$ cat config.mk
export PLATFORM = sky130hd
export DESIGN_NAME = uart_rx
export DESIGN_NICKNAME = d
export VERILOG_FILES = /design/src/rtl/uart_pkg.sv /design/src/rtl/uart_rx_baud_ctr.sv /design/src/rtl/uart_rx.sv
export SDC_FILE = /design/constraint.sdc
export NUM_CORES = 1
export LEC_CHECK = 0
export BUFFER_PORTS_ARGS = -buffer_cell sky130_fd_sc_hd__buf_2
export CORE_ASPECT_RATIO = 1.1
export CORE_MARGIN = 4
export CORE_UTILIZATION = 40
export DETAILED_ROUTE_END_ITERATION = 8
export PLACE_DENSITY = 0.6
export RECOVER_POWER = 50
export SYNTH_ARGS = -nofsm -noshare
export SYNTH_HDL_FRONTEND = slang
export SYNTH_HIERARCHICAL = 1
export SYNTH_SLANG_ARGS = --single-unit
export TNS_END_PERCENT = 50
$ cat constraint.sdc
create_clock -name clk -period 3.2 [get_ports clk]
set_input_delay 0.16 -clock clk [delete_from_list [all_inputs] [get_ports clk]]
set_output_delay 0.16 -clock clk [all_outputs]
set_load 0.02 [all_outputs]
$ cat src/rtl/uart_pkg.sv
// Shared types and timing constants for the UART receiver.
// Default timing: 25 MHz clock, 115200 baud.
package uart_pkg;

    typedef enum logic [1:0] {
        IDLE,
        START,
        DATA,
        STOP
    } rx_state_e;

    localparam logic [15:0] CLKS_PER_BIT = 16'd217;
    localparam logic [15:0] HALF_BIT     = 16'd108;
    localparam logic [15:0] RX_EMPTY     = 16'h8000;

endpackage

$ cat src/rtl/uart_rx_baud_ctr.sv
// Baud position counter: wraps 0..CLKS_PER_BIT-1 and flags the
// mid-bit sample point and the last cycle of each bit.
module uart_baud_ctr
    import uart_pkg::*;
(
    input  logic clk,
    input  logic rst_n,
    input  logic i_enable,
    input  logic i_restart,
    output logic o_tick_mid,
    output logic o_tick_end
);

    logic [15:0] r_cnt;

    always_ff @(posedge clk or negedge rst_n) begin
        if (!rst_n) begin
            r_cnt <= 16'd0;
        end else if (i_restart) begin
            r_cnt <= 16'd0;
        end else if (i_enable) begin
            if (r_cnt == CLKS_PER_BIT - 16'd1) r_cnt <= 16'd0;
            else                               r_cnt <= r_cnt + 16'd1;
        end
    end

    assign o_tick_mid = (r_cnt == HALF_BIT);
    assign o_tick_end = (r_cnt == CLKS_PER_BIT - 16'd1);

endmodule

$ cat src/rtl/uart_rx.sv
// 8N1 UART receiver into a memory-mapped register.
// out[15] set means the buffer is empty/consumed.
module uart_rx
    import uart_pkg::*;
(
    input  logic        clk,
    input  logic        rst_n,
    input  logic        clear,
    input  logic        RX,
    output logic [15:0] out
);

    rx_state_e   r_state;
    rx_state_e   w_next;
    logic [3:0]  r_bit_cnt;
    logic [7:0]  r_shift;
    logic        r_stop_ok;
    logic [15:0] r_out;
    logic        w_en;
    logic        w_restart;
    logic        w_commit;
    logic        w_mid;
    logic        w_end;

    uart_baud_ctr u_baud (
        .clk        (clk),
        .rst_n      (rst_n),
        .i_enable   (w_en),
        .i_restart  (w_restart),
        .o_tick_mid (w_mid),
        .o_tick_end (w_end)
    );

    always_ff @(posedge clk or negedge rst_n) begin
        if (!rst_n) r_state <= IDLE;
        else        r_state <= w_next;
    end

    // The detection edge itself counts as position 1 of the start bit,
    // so the counter is enabled (not restarted) when RX is first seen low.
    always_comb begin
        w_next    = r_state;
        w_en      = 1'b0;
        w_restart = 1'b0;
        w_commit  = 1'b0;
        unique case (r_state)
            IDLE: begin
                if (!RX) begin
                    w_next = START;
                    w_en   = 1'b1;
                end else begin
                    w_restart = 1'b1;
                end
            end
            START: begin
                w_en = 1'b1;
                if (w_mid && RX) begin
                    w_next    = IDLE;
                    w_restart = 1'b1;
                end else if (w_end) begin
                    w_next = DATA;
                end
            end
            DATA: begin
                w_en = 1'b1;
                if (w_end && r_bit_cnt == 4'd7) w_next = STOP;
            end
            STOP: begin
                w_en = 1'b1;
                if (w_end) begin
                    w_next   = IDLE;
                    w_commit = r_stop_ok;
                end
            end
            default: begin
                w_next    = IDLE;
                w_restart = 1'b1;
            end
        endcase
    end

    always_ff @(posedge clk or negedge rst_n) begin
        if (!rst_n) begin
            r_bit_cnt <= 4'd0;
            r_shift   <= 8'd0;
            r_stop_ok <= 1'b0;
        end else begin
            if (r_state == START)
                r_bit_cnt <= 4'd0;
            else if (r_state == DATA && w_end)
                r_bit_cnt <= r_bit_cnt + 4'd1;
            if (r_state == DATA && w_mid)
                r_shift <= {RX, r_shift[7:1]};
            if (r_state == STOP && w_mid)
                r_stop_ok <= RX;
        end
    end

    always_ff @(posedge clk or negedge rst_n) begin
        if (!rst_n)        r_out <= 16'h0000;
        else if (clear)    r_out <= RX_EMPTY;
        else if (w_commit) r_out <= {8'h00, r_shift};
    end

    assign out = r_out;

endmodule

==> flow_metrics.py <==
metrics = {
    "run_status": {
        "outcome": "finished, violations left",
        "failed_checks": "capacitance limit, slew limit",
    },
    "hold_path": {
        "hp-class": "in2reg",
        "holdPathEnd": "out[15]",
        "min_path_cells": 2,
        "min_from": "clear",
    },
    "worst_setup_path": {
        "crit_fanout": 11,
        "arrival_ns": 2.74,
        "path_delay_family": "simple AND/OR/NAND/NOR gates",
        "end_kind": "register",
        "cp.required_ns": 3.38,
        "crit_buf_inv": 1,
        "r2r_slack_ns": 0.64,
        "critPathSlowestCell": "dfrtp_1",
        "r2r-start": "u_baud/r_cnt[0]",
        "crit_path_start_kind": "register",
        "cpPeakStageDelay_ns": 0.46,
        "reg2reg_to": "u_baud/r_cnt[11]",
        "critPathKind": "reg2reg",
        "reg2reg_depth": 10,
        "cp_cell_sequence": "inv_1, ha_1, and3_1, nand2_1, nor2_1, o211a_1, o2111a_1, nor4b_2, xnor2_1, nor2_2",
        "crit_cells": 10,
    },
    "power": {
        "vdd_drop_max_v": 0.0001848,
        "power.total_uw": 862.6,
        "pwr_density_cell_nw_per_um2": 381.1,
        "p_leak_uw": 0.001039,
    },
    "synthesis": {
        "postSynthAreaPerCell_um2": 10.96,
        "ys_ff_latch": 40,
        "synth-seq-area-share": 0.4709,
        "ys_types": 47,
        "netlist_area_um2": 2126,
        "synth-main-ff-cell": "dfrtp_1",
        "synth_cells": 194,
        "yosys_warnings": 6,
        "synth_edf_count": 0,
        "async_flop_share": 1.000,
    },
    "clock_network": {
        "clock_latency_ns": 0.29,
        "cts_setup_buffers": 0,
        "cts_max_level": 2,
        "cts_resized": 0,
        "cts_tree": "yes",
        "cts_made_buffers": 5,
        "clockBufferDepth": 2,
        "clk_pin_slew_ns": 0.08,
        "postCtsHoldBufs": 0,
        "cts_sinks": 40,
        "cts-root-buf": "clkbuf_8",
    },
    "global_route": {
        "grt_pass1_wl_um": 6624,
        "grt-ovfl-total": 0,
        "grt_pass1_vias": 1410,
        "grt_max_degree": 41,
        "antenna_found_initial": 0,
        "grt.total_usage": 0.1259,
    },
    "placed_design": {
        "gp_congestion": 0.8183,
        "dp.cells": 255,
        "portBuffers": 12,
        "placed_area_um2": 2182,
        "dp_hpwl_um": 2744,
    },
    "cells_and_area": {
        "final_nets": 211,
        "drive_gt1_frac": 0.1805,
        "final_common_cell": "dfrtp_1",
        "layout.cells.non_filler": 263,
        "final_cell_mix": "dfrtp_1 (40), nand2_1 (11), nor2_2 (11)",
        "insertedDiodeCount": 0,
        "fin_area_um2": 2263,
        "syn2layout_area_growth_pct": 6.474,
    },
    "floorplanning": {
        "row_count": 27,
        "start_util": 0.4195,
        "chipHeight_um": 84.46,
        "io-pin-count": 20,
        "fp.dieW_um": 77.51,
        "die_area_um2": 6546,
        "core_area_um2": 5067,
    },
    "sta": {
        "fin_skew_ns": 0.005337,
        "fin_crit_ns": 2.562,
        "maxSlewViolCount": 41,
        "tightest_slew_ns": 2.099,
        "setup_tns_ns": 0,
        "hold_violations": 0,
        "relSlewSlack": -0.3990,
        "rsz0062_at_grt": "false",
        "min_period_over_period": 0.8007,
        "finalSetupViolCount": 0,
        "max_freq_ghz": 0.3903,
        "timing.hold.ws_ns": 0.07659,
    },
    "drt": {
        "viasPerCell": 5.555,
        "drc": 0,
        "ant_nets": 0,
        "wl_per_cell_um": 14.83,
        "wirelength_um": 3901,
        "vias": 1461,
        "first_pass_iters": 4,
        "drt_iter0_markers": 72,
    },
    "flow_run": {
        "max-cap-violations": 1,
    },
}
==> power breakdown <==
part           total (µW)  switching [µW]  internal, µW
Sequential            507           0.849           506
Combinational        21.7            19.7          1.97
Clock                 334             182           152
==> worst max path at each step <==
| stage | to | start | slack (ns) |
|---|---|---|---|
| 2_1_floorplan | u_baud/r_cnt[11] | u_baud/r_cnt[11] | 0.89 |
| 3_3_place_gp | u_baud/r_cnt[11] | u_baud/r_cnt[1] | 0.71 |
| 3_5_place_dp | u_baud/r_cnt[11] | u_baud/r_cnt[11] | 0.66 |
| 4_1_cts | u_baud/r_cnt[11] | u_baud/r_cnt[11] | 0.64 |
| 5_1_grt | u_baud/r_cnt[11] | u_baud/r_cnt[11] | 0.43 |
| 6_report | u_baud/r_cnt[11] | u_baud/r_cnt[0] | 0.64 |
==> flip-flops by register name, indices dropped and copies added (netlist names), named ones only <==
register,cells
u_baud/r_cnt,16
out,9
r_shift,8
r_bit_cnt,4
r_state,1
r_stop_ok,1
==> through the flow <==
stage	setup slack, ns	util
floorplan	0.8861	-
global placement	0.7133	0.4306
detailed placement	0.6550	0.4306
CTS	0.6398	0.4479
global route	0.4303	0.4467
finish	0.6378	0.4467
==> cells in the mapped netlist (all sizes together) (5+ instances only) <==
library cell / number / area (µm²)
nand3: 9 / 50.05
nand4: 11 / 96.34
dfrtp: 40 / 1001
xnor2: 7 / 61.31
a22o: 9 / 78.83
inv: 6 / 22.52
buf: 15 / 98.84
nand2: 11 / 41.29
nor4: 5 / 50.05
a31oi: 6 / 37.54
nor2: 20 / 102.6
mux2: 9 / 101.4
o21ai: 5 / 25.02
==> metal layers <==
metal  global-route usage  wire, µm  vias to the layer above
met5                    0         0                        -
met4              0.06958        99                        0
met3              0.03433       193                       11
met2               0.1940      1802                       39
met1               0.1597      1806                      703
li1                     -         -                      708
==> cell type report <==
cell class | instances | area (µm²)
Clock inverter | 3 | 18.77
Tap cell | 58 | 72.57
Clock buffer | 5 | 68.82
Multi-Input combinational cell | 138 | 1022
Fill cell | 493 | 2804
Timing Repair Buffer | 12 | 53.80
Sequential cell | 40 | 1001
Inverter | 7 | 26.28
==> cell families (layout without fill, tap and decap cells) <==
kind of cell	after synthesis	after routing	synth area share
and+or+nand+nor	74	74	0.2337
DFF	40	40	0.4709
AOI/OAI and AO/OA	32	32	0.1148
buffers and inverters	22	27	0.05885
xor gates and xnor gates	11	11	0.04532
muxes	11	11	0.05709
adders and majority gates	3	3	0.01766
other	1	7	0.001764
(Power assumes the default switching activity.)
